[src/rtl/tdp_port_arb.sv]
`default_nettype none
// ============================================================================
// Module   : tdp_port_arb
// Purpose  : Two-requester round-robin arbiter with lock, sharing one memory
//            port. Optional bounds check under macro TDP_ARB_BOUNDS_CHECK_EN.
// Revision : 1.0
// ============================================================================
module tdp_port_arb #(
    parameter int DW    = 16,
    parameter int AW    = 15,
    parameter int DEPTH = 20480
) (
    input  logic          clk,
    input  logic          rst,
    input  logic          req0,
    input  logic          req1,
    input  logic          lock0,
    input  logic          lock1,
    input  logic          we0,
    input  logic          we1,
    input  logic [AW-1:0] addr0,
    input  logic [AW-1:0] addr1,
    input  logic [DW-1:0] wdata0,
    input  logic [DW-1:0] wdata1,
    output logic          gnt0,
    output logic          gnt1,
    output logic [DW-1:0] rdata0,
    output logic [DW-1:0] rdata1,
    output logic          rvalid0,
    output logic          rvalid1,
    output logic          mem_wen,
    output logic [AW-1:0] mem_addr,
    output logic [DW-1:0] mem_din,
    input  logic [DW-1:0] mem_dout,
    output logic          err
);

    localparam logic [1:0] c_S_IDLE = 2'd0;
    localparam logic [1:0] c_S_OWN0 = 2'd1;
    localparam logic [1:0] c_S_OWN1 = 2'd2;

`ifdef TDP_ARB_BOUNDS_CHECK_EN
    localparam bit c_BOUNDS_EN = 1'b1;
`else
    localparam bit c_BOUNDS_EN = 1'b0;
`endif

    localparam logic [AW:0] c_DEPTH = (AW+1)'(DEPTH);

    logic [1:0]    r_state;
    logic [1:0]    w_state_nxt;
    logic          r_prio;
    logic          w_prio_nxt;
    logic          w_gnt0;
    logic          w_gnt1;
    logic          w_any;
    logic          w_we_sel;
    logic [AW-1:0] w_addr_sel;
    logic [DW-1:0] w_wdata_sel;
    logic          w_oob;
    logic [DW-1:0] r_rdata0;
    logic [DW-1:0] r_rdata1;
    logic          r_rvalid0;
    logic          r_rvalid1;
    logic          r_err;

    always_ff @(posedge clk) begin
        if (rst) begin
            r_state <= c_S_IDLE;
            r_prio  <= 1'b0;
        end else begin
            r_state <= w_state_nxt;
            r_prio  <= w_prio_nxt;
        end
    end

    // Locked owner leaves on the first cycle it drops req or lock.
    always_comb begin
        w_state_nxt = r_state;
        w_prio_nxt  = r_prio;
        case (r_state)
            c_S_OWN0: begin
                if (!req0 || !lock0) begin
                    w_state_nxt = c_S_IDLE;
                    w_prio_nxt  = 1'b1;
                end
            end
            c_S_OWN1: begin
                if (!req1 || !lock1) begin
                    w_state_nxt = c_S_IDLE;
                    w_prio_nxt  = 1'b0;
                end
            end
            default: begin
                w_state_nxt = c_S_IDLE;
                if (w_gnt0) begin
                    if (lock0) w_state_nxt = c_S_OWN0;
                    else       w_prio_nxt  = 1'b1;
                end else if (w_gnt1) begin
                    if (lock1) w_state_nxt = c_S_OWN1;
                    else       w_prio_nxt  = 1'b0;
                end
            end
        endcase
    end

    always_comb begin
        w_gnt0 = 1'b0;
        w_gnt1 = 1'b0;
        if (!rst) begin
            case (r_state)
                c_S_OWN0: w_gnt0 = req0;
                c_S_OWN1: w_gnt1 = req1;
                default: begin
                    if (req0 && req1) begin
                        w_gnt0 = ~r_prio;
                        w_gnt1 = r_prio;
                    end else begin
                        w_gnt0 = req0;
                        w_gnt1 = req1;
                    end
                end
            endcase
        end
    end

    assign w_any       = w_gnt0 | w_gnt1;
    assign w_we_sel    = w_gnt1 ? we1    : we0;
    assign w_addr_sel  = w_gnt1 ? addr1  : addr0;
    assign w_wdata_sel = w_gnt1 ? wdata1 : wdata0;
    assign w_oob       = c_BOUNDS_EN && ({1'b0, w_addr_sel} >= c_DEPTH);

    assign mem_wen  = w_any & w_we_sel & ~w_oob;
    assign mem_addr = w_any ? w_addr_sel  : '0;
    assign mem_din  = w_any ? w_wdata_sel : '0;

    always_ff @(posedge clk) begin
        if (rst) begin
            r_rdata0  <= '0;
            r_rdata1  <= '0;
            r_rvalid0 <= 1'b0;
            r_rvalid1 <= 1'b0;
            r_err     <= 1'b0;
        end else begin
            r_rvalid0 <= w_gnt0 & ~we0;
            r_rvalid1 <= w_gnt1 & ~we1;
            if (w_gnt0 && !we0) r_rdata0 <= w_oob ? '0 : mem_dout;
            if (w_gnt1 && !we1) r_rdata1 <= w_oob ? '0 : mem_dout;
            if (w_any && w_oob) r_err <= 1'b1;
        end
    end

    assign gnt0    = w_gnt0;
    assign gnt1    = w_gnt1;
    assign rdata0  = r_rdata0;
    assign rdata1  = r_rdata1;
    assign rvalid0 = r_rvalid0;
    assign rvalid1 = r_rvalid1;
    assign err     = r_err;

endmodule
`default_nettype wire
[config.mk]
export PLATFORM = sky130hd
export DESIGN_NAME = tdp_port_arb
export DESIGN_NICKNAME = d
export VERILOG_FILES = /design/src/rtl/tdp_port_arb.sv
export SDC_FILE = /design/constraint.sdc
export NUM_CORES = 1
export LEC_CHECK = 0
export CAP_MARGIN = 10
export CORE_MARGIN = 3
export CORE_UTILIZATION = 35
export DETAILED_ROUTE_END_ITERATION = 8
export GPL_ROUTABILITY_DRIVEN = 0
export PLACE_DENSITY = 0.89
export SYNTH_ARGS = -nofsm -noshare
export SYNTH_HDL_FRONTEND = slang
export SYNTH_SLANG_ARGS = --single-unit
export TNS_END_PERCENT = 20
[constraint.sdc]
create_clock -name clk -period 7.8 [get_ports clk]
set_input_delay 2.34 -clock clk [delete_from_list [all_inputs] [get_ports clk]]
set_output_delay 2.34 -clock clk [all_outputs]
set_load 0.1 [all_outputs]
==> results of run 1 <==
sequential cells by signal (all words and copies together) (netlist names):
name / flops
rdata1: 16
r_prio: 1
rdata0: 16
r_state: 2
rvalid1: 1
rvalid0: 1
report_power, final:
part           leakage, nW  switching [mW]  internal [mW]
clock               0.0585          0.0688         0.0957
sequential           0.301         0.00447          0.197
combinational         1.09           0.205          0.120
cell type report:
cell class | count | area (µm²)
clock buffers | 5 | 68.8
clock inverters | 3 | 43.8
fillers | 331 | 1280
inverters | 3 | 11.3
multi-input cells | 144 | 1000
flip-flops and latches | 37 | 741
well taps | 70 | 87.6
repair buffers | 157 | 1900
per-stage QoR:
stage               power, mW  worst slack [ns]
finish                  0.692             0.855
floorplan               0.405              1.33
global route            0.713             0.703
global placement        0.528             0.904
CTS                     0.697             0.832
detailed placement      0.532             0.829
cell usage after synthesis, drive strengths merged:
cell | n | area share (%)
nor3b | 1 | 0.40
clkbuf | 3 | 0.60
nor2 | 20 | 4.4
o32ai | 1 | 0.47
a21oi | 2 | 0.53
mux2i | 16 | 8.5
and3 | 2 | 0.93
nand2 | 19 | 3.8
inv | 3 | 0.60
or2b | 1 | 0.40
a22o | 32 | 15
a31oi | 1 | 0.33
and2 | 1 | 0.33
a211oi | 2 | 0.80
nor2b | 1 | 0.33
or3 | 2 | 0.93
nor4 | 2 | 1.8
dfxtp | 37 | 39
and3b | 1 | 0.67
a31o | 1 | 0.47
conb | 1 | 0.20
ha | 2 | 1.3
nor3 | 1 | 0.87
o21ai | 16 | 4.3
nand4 | 2 | 0.67
nand2b | 17 | 5.7
buf | 14 | 6.5
final timing paths:
path                   start            to  slack, ns  cells after the start
setup / recovery        req0  mem_addr[13]       0.86                      6
hold / removal    rdata0[14]    rdata0[14]       0.46                      2
setup reg to reg  r_state[0]    rdata1[14]       5.73                      7
hold reg to reg   rdata0[14]    rdata0[14]       0.46                      2
per-layer routing:
metal	vias to the layer above	GRT usage (%)
met5	-	0
met4	0	7.39
met3	8	9.75
met2	113	38.5
met1	942	22.1
li1	1001	-
worst reg2reg max path, delay by kind of cell, from the launching register on:
kind | cells | cell delay [ns]
and+or+nand+nor | 3 | 0.57
adders and majority gates | 1 | 0.41
buffers and inverters | 2 | 0.38
DFF | 1 | 0.35
muxes | 1 | 0.26
cells by family after synthesis:
kind of cell    share of synthesized area [%]
flops                                    39.4
compound gates                           21.8
simple gates                             21.2
mux                                      8.52
other cells                             0.199
fa+ha+maj                                1.33
buf+inv                                  7.65
cell usage in the layout (no fill, tap or decap), drive strengths merged:
cell type	instances
nand2b	17
nor2b	1
nor3b	1
o21ai	16
bufinv	1
mux2i	16
a22o	32
ha	2
or2b	1
a211oi	2
buf	38
and2	1
o32ai	1
clkbuf	5
nor2	20
a31oi	1
nand2	19
or3	2
conb	1
clkinv	1
nor3	1
inv	4
nor4	2
nand4	2
a21oi	2
clkdlybuf4s50	119
dfxtp	37
a31o	1
and3b	1
and3	2
==> key figures, run 1 <==
Placement
  – Cell count after placement: 411
  – Post-DP HPWL: 5.42 mm
  – Buffers on Ports: 153
  – Placed inst area: 3750 µm²

CTS
  – Clock Tree Root: clkbuf_8
  – Clock sink total: 37
  – TritonCTS clock tree: done
  – Clk_lat worst skew: 0.29 ns
  – CTS max path bufs: 2
  – CTS resizes: 0
  – H-tree levels: 2
  – CTS buffer count: 5
  – Clock-pin slew on the worst setup and hold paths: 0.08 ns
  – Cts hold-fix bufs: 0
  – Post-CTS setup buffers: 0

STA
  – Clk_skew: 0.0102 ns
  – Period utilization: 89.0%
  – Final Hold Fails: 0
  – Final TNS setup: 0 ns
  – RSZ-0062 raised after global routing: false
  – Final setup fails: 0
  – Worst relative slew slack: 33.1%
  – Measured slew at the worst slew-check pin: 1.00 ns
  – Fmax: 0.144 GHz
  – Hold_ws: 0.464 ns
  – Final Critical Period: 6.94 ns
  – Max-slew violations: 0

Drt
  – Metal2 WL: 3.54 mm
  – Vias post-DR: 2064
  – DRT Pass-1 Iters: 4
  – Total Wirelength: 6.85 mm
  – DRT iter0 DRCs: 68
  – Uppermost routed layer: met4
  – Vias/cell: 4.93
  – Drt drc: 0
  – Metal3 WL: 847 µm
  – Met1 wire length: 2.36 mm
  – Routed len/inst: 16.3 µm
  – Final ANT Viol Nets: 0

Global routing
  – All-Layer GR Usage: 21.5%
  – Initial antenna violation count: 0
  – Global-route wire length before repair: 10.6 mm
  – Largest net degree at the start of global routing: 38
  – Vias in the first global route: 2124
  – Congestion Overflow GR: 0

Floorplanning
  – Die Area: 6290 µm²
  – Die Ht: 79.3 µm
  – Io pins: 155
  – Die W: 79.3 µm
  – Core Rows: 26
  – Core Footprint: 5140 µm²
  – Initial Util: 36.6%

Critical path
  – Critical path peak fanout: 32
  – Startpoint Class: input port
  – Cell chain of the critical path: clkdlybuf4s50_1 > or2b_1 > or3_4 > nor2_4 > a22o_1 > buf_12
  – Setup CP Type: in -> out
  – CP bufs+invs: 2
  – Worst path slowest cell: nor2_4
  – CP max stage delay: 0.57 ns
  – Arrival time at the worst endpoint: 4.60 ns
  – WP data required: 5.46 ns
  – Worst setup EP type: primary output
  – CP delay by family, top: simple AND/OR/NAND/NOR gates

Finish
  – Share of layout cells above drive strength 1: 15.8%
  – Ant. Diodes: 0
  – Design area: 3860 µm²
  – Area grow syn2layout: 105%
  – # nets final: 436
  – Final Util: 75.1%
  – Non-Filler Instances: 419

Run status
  – Status: finished clean

Synthesis
  – Synthesis-stage register bit count: 37
  – Mapped Area: 1880 µm²
  – Synthesized netlist cell count: 201
  – Post-synthesis sequential area ratio: 39.4%
  – Ys Warns: 0
  – Cell variety after synth: 35
  – Mean Syn Cell Area: 9.36 µm²
  – Syn_nets: 289

Min path
  – HP Class: reg -> reg

Flow run
  – Max cap viols: 0

Pwr
  – PwrDens: 179 nW/µm²
  – Worst VDD drop: 151 µV
  – Leakage: 1.45 nW
Note: power is estimated with default switching activity, not from simulation.
==> run 2, diff against run 1 <==
--- a/config.mk
+++ b/config.mk
@@ -10,6 +10,7 @@
 export CORE_UTILIZATION = 35
 export DETAILED_ROUTE_END_ITERATION = 8
 export GPL_ROUTABILITY_DRIVEN = 0
+export GPL_TIMING_DRIVEN = 0
 export PLACE_DENSITY = 0.89
 export SYNTH_ARGS = -nofsm -noshare
 export SYNTH_HDL_FRONTEND = slang
==> key figures, run 2 (same netlist as run 1, synthesis figures left out) <==
Finish
  – Fill count: 420
  – Area grow syn2layout: 90.7%
  – Ant. Diodes: 0
  – Commonest non-fill, non-tap cell in the layout: clkdlybuf4s50_1
  – Share of layout cells above drive strength 1: 8.03%
  – Most frequent cells in the layout: clkdlybuf4s50_1, dfxtp_1, a22o_1
  – # nets final: 449
  – Final Util: 69.8%

Pwr
  – Int Pwr: 0.363 mW
  – P_sw: 0.263 mW
  – Worst VDD drop: 138 µV
  – Comb power frac: 46.9%
  – Part of the power in registers: 32.2%
  – Switching part of the total: 42.1%
  – PwrDens: 175 nW/µm²
  – Clock share of power: 20.9%
  – Leakage: 1.33 nW

Flow run
  – Max cap viols: 0

Critical path
  – Setup CP Type: in -> out
  – Critical path peak fanout: 10
  – Startpoint Class: input port
  – Arrival time at the worst endpoint: 5.23 ns
  – Worst setup EP type: primary output
  – WP data required: 5.46 ns

Drt
  – Vias/cell: 4.84
  – Final ANT Viol Nets: 0
  – DRT Pass-1 Iters: 4
  – Vias post-DR: 2086
  – DRT iter0 DRCs: 35
  – Total Wirelength: 6.48 mm
  – Routed len/inst: 15.0 µm
  – Drt drc: 0

Placement
  – Post-DP HPWL: 5.36 mm
  – Buffers on Ports: 153

CTS
  – CTS max path bufs: 2
  – Cts hold-fix bufs: 0
  – Clk_lat worst skew: 0.28 ns
  – CTS resizes: 0
  – H-tree levels: 2
  – CTS buffer count: 5
  – Clock sink total: 37
  – Clock Tree Root: clkbuf_8
  – TritonCTS clock tree: done
  – Post-CTS setup buffers: 0
  – Clock-pin slew on the worst setup and hold paths: 0.06 ns

STA
  – Final Hold Fails: 0
  – Period utilization: 97.0%
  – Final Critical Period: 7.57 ns
  – Final setup fails: 0
  – RSZ-0062 raised after global routing: false
  – Measured slew at the worst slew-check pin: 1.03 ns
  – Worst relative slew slack: 31.3%
  – Clk_skew: 0.00215 ns
  – Fmax: 0.132 GHz
  – Final TNS setup: 0 ns
  – Max-slew violations: 0

Global routing
  – Congestion Overflow GR: 0
  – Initial antenna violation count: 0
  – Vias in the first global route: 2140
  – Global-route wire length before repair: 10.1 mm
  – Largest net degree at the start of global routing: 11
  – All-Layer GR Usage: 20.2%

Floorplanning
  – Die Area: 6290 µm²
  – Initial Util: 36.6%
  – Core Rows: 26
  – Io pins: 155
  – Core Footprint: 5140 µm²
  – Die Ht: 79.3 µm
  – Die W: 79.3 µm

Min path
  – HP Class: reg -> reg

Run status
  – Status: finished clean
-- run 2: cell count changes in the layout (fill, tap and decap cells not counted), sizes merged --
cell           before  now
inv                 4    3
bufinv              1    0
clkinv              1    0
buf                38   14
clkbuf              5   10
clkdlybuf4s50     119  153
-- run 2: cell type report --
class / count / area [µm²] / area share, %
plain buffers: 17 / 133 / 3.70
inverters: 3 / 11.3 / 0.314
flip-flops and latches: 37 / 741 / 20.7
well taps: 70 / 87.6 / 2.44
multi-input cells: 144 / 996 / 27.8
repair buffers: 153 / 1530 / 42.7
clock buffers: 7 / 86.3 / 2.41
-- run 2: path summary, 6_finish.rpt --
| path | start | endpoint | slack, ns | cells past startpoint |
|---|---|---|---|---|
| worst max-delay path | rst | mem_addr[2] | 0.23 | 7 |
| worst min-delay path | rdata0[9] | rdata0[9] | 0.46 | 2 |
| worst max register to register | r_state[0] | rdata1[15] | 5.75 | 9 |
| worst min register to register | rdata0[9] | rdata0[9] | 0.46 | 2 |
-- run 2: through the flow --
step / area [µm²] / setup WS (ns) / instances / total power [mW] / hold WS, ns
after CTS: 3590 / 0.211 / 431 / 0.632 / 0.468
after global placement: 3500 / 0.224 / 424 / 0.497 / 0.450
final: 3590 / 0.232 / 431 / 0.626 / 0.465
after detailed placement: 3500 / 0.220 / 424 / 0.500 / 0.454
after floorplan: 1880 / 1.33 / 201 / 0.405 / 0.449
after global routing: 3590 / 0.0964 / 431 / 0.648 / 0.495
-- run 2: routing by layer --
layer	part of all wire, %	vias to the layer above	global-route usage (%)
met5	0	-	0
met4	1.5	0	7.73
met3	13	10	8.73
met2	51	99	37.3
met1	35	947	19.7
li1	-	1030	-
-- run 2: power groups by stage --
stage                     Clock, mW  Combinational [mW]  Sequential (mW)
after floorplan                   0               0.146            0.259
after global placement            0               0.292            0.205
after detailed placement          0               0.295            0.206
after CTS                     0.135               0.295            0.201
after global routing          0.141               0.305            0.202
final                         0.131               0.294            0.201
-- run 2: critical path: stages --
cell,delay [ns]
clkdlybuf4s50_1,0.43
buf_2,0.18
nand2b_1,0.21
nor3_4,0.43
buf_2,0.31
a22o_1,0.18
clkdlybuf4s50_1,1.13
==> run 3, diff against run 2 <==
--- a/config.mk
+++ b/config.mk
@@ -6,6 +6,7 @@
 export NUM_CORES = 1
 export LEC_CHECK = 0
 export CAP_MARGIN = 10
+export CORE_ASPECT_RATIO = 0.7
 export CORE_MARGIN = 3
 export CORE_UTILIZATION = 35
 export DETAILED_ROUTE_END_ITERATION = 8
==> key figures, run 3 (same netlist as run 1, synthesis figures left out) <==
STA
  – Worst relative slew slack: 32.8%
  – Period utilization: 98.2%
  – RSZ-0062 raised after global routing: false
  – Final Hold Fails: 0
  – Final setup fails: 0
  – Fmax: 0.131 GHz
  – Final TNS setup: 0 ns
  – Final Critical Period: 7.66 ns
  – Measured slew at the worst slew-check pin: 1.01 ns
  – Setup WS post-layout: 0.140 ns
  – Clk_skew: 0.00704 ns
  – Max-slew violations: 0

Min path
  – Hold wc startpoint: rdata0[11]
  – HP Class: reg -> reg
  – Worst Hold Depth: 2

CTS
  – Post-CTS setup buffers: 0
  – Cts hold-fix bufs: 0
  – CTS buffer count: 5
  – H-tree levels: 2
  – CTS resizes: 0
  – Clock Tree Root: clkbuf_8
  – Clk_lat worst skew: 0.28 ns
  – Clock-pin slew on the worst setup and hold paths: 0.07 ns
  – TritonCTS clock tree: done
  – CTS max path bufs: 2
  – Clock sink total: 37

Placement
  – Pre-CTS WS: 0.166 ns
  – Post-DP HPWL: 6.12 mm
  – Buffers on Ports: 153
  – Placed inst area: 3500 µm²

Pwr
  – Worst VDD drop: 104 µV
  – PwrDens: 175 nW/µm²
  – Leakage: 1.32 nW

Global routing
  – Vias in the first global route: 2140
  – Largest net degree at the start of global routing: 13
  – All-Layer GR Usage: 23.5%
  – Congestion Overflow GR: 0
  – Global-route wire length before repair: 11.4 mm
  – Initial antenna violation count: 0

Critical path
  – Reg2reg start: r_state[0]
  – Arrival time at the worst endpoint: 5.32 ns
  – Worst Setup SP: req0
  – WP data required: 5.46 ns
  – Worst r2r path cells: 9
  – Startpoint Class: input port
  – Crit-path most repeated cell: clkdlybuf4s50_1
  – CP max stage delay: 1.16 ns
  – Worst setup EP type: primary output
  – Critical path peak fanout: 10
  – Cell chain of the critical path: clkdlybuf4s50_1 > or2b_1 > or3_4 > nor2_4 > buf_6 > a22o_1 > clkdlybuf4s50_1
  – Setup CP Type: in -> out
  – Worst path slowest cell: clkdlybuf4s50_1

Finish
  – Share of layout cells above drive strength 1: 8.56%
  – # nets final: 449
  – Commonest non-fill, non-tap cell in the layout: clkdlybuf4s50_1
  – Design area: 3580 µm²
  – Area grow syn2layout: 90.6%
  – Fill count: 380
  – Most frequent cells in the layout: clkdlybuf4s50_1, dfxtp_1, a22o_1
  – Ant. Diodes: 0

Drt
  – Vias post-DR: 2114
  – Final ANT Viol Nets: 0
  – DRT iter0 DRCs: 92
  – Vias/cell: 4.90
  – Routed len/inst: 17.2 µm
  – Drt drc: 0
  – DRT Pass-1 Iters: 4
  – Total Wirelength: 7.43 mm

Floorplanning
  – Core Footprint: 4970 µm²
  – Io pins: 155
  – Initial Util: 37.9%
  – Die Area: 6300 µm²
  – Die Ht: 67.3 µm
  – Core Rows: 21
  – Die W: 93.6 µm

Flow run
  – Max cap viols: 0

Run status
  – Status: finished clean
==> run 3: changes by cell type in the layout (fill, tap and decap cells not counted), sizes merged <==
| cell | change |
|---|---|
| clkbuf | -2 |
| clkinv | +2 |
| clkinvlp | +1 |
==> run 3: path summary, 6_finish.rpt <==
path	to	slack (ns)
worst max-delay path	mem_addr[4]	0.14
worst min-delay path	rdata0[11]	0.47
worst max register to register	rdata1[11]	5.70
worst min register to register	rdata0[11]	0.47
==> run 3: report_power, final <==
| part | switching, mW | internal, mW |
|---|---|---|
| registers | 0.00475 | 0.197 |
| clock network | 0.0663 | 0.0616 |
| logic | 0.202 | 0.0959 |
| total | 0.273 | 0.355 |
==> run 3: cell type report <==
| type | count | area, µm² | area share [%] |
|---|---|---|---|
| buffer | 17 | 133 | 3.70 |
| tap | 69 | 86.3 | 2.41 |
| inverter | 3 | 11.3 | 0.314 |
| clock buffer | 5 | 68.8 | 1.92 |
| clock inverter | 3 | 17.5 | 0.489 |
| timing repair buffer | 153 | 1530 | 42.7 |
| sequential | 37 | 741 | 20.7 |
| multi-input combinational | 144 | 996 | 27.8 |
==> run 3: through the flow <==
step / power (mW) / hold slack [ns] / cells / util (%)
finish: 0.627 / 0.468 / 431 / 72.2
global route: 0.652 / 0.495 / 431 / 72.2
CTS: 0.632 / 0.467 / 431 / 72.2
detailed placement: 0.503 / 0.455 / 423 / 70.4
global placement: 0.499 / 0.452 / 423 / 70.4
floorplan: 0.405 / 0.449 / 201 / -
==> run 3: worst max-delay path: cells and delay by family <==
kind	cells	cell delay, ns
buf+inv	3	1.85
compound gates	1	0.17
simple gates	3	0.96
==> run 3: metal layers <==
layer  track usage (%)  part of all wire [%]  vias to the layer above
met2              41.9                    52                       44
met1              30.8                    44                     1028
met4              3.24                  0.66                        0
li1                  -                     -                     1035
met5                 0                     0                        -
met3              4.34                   3.3                        7
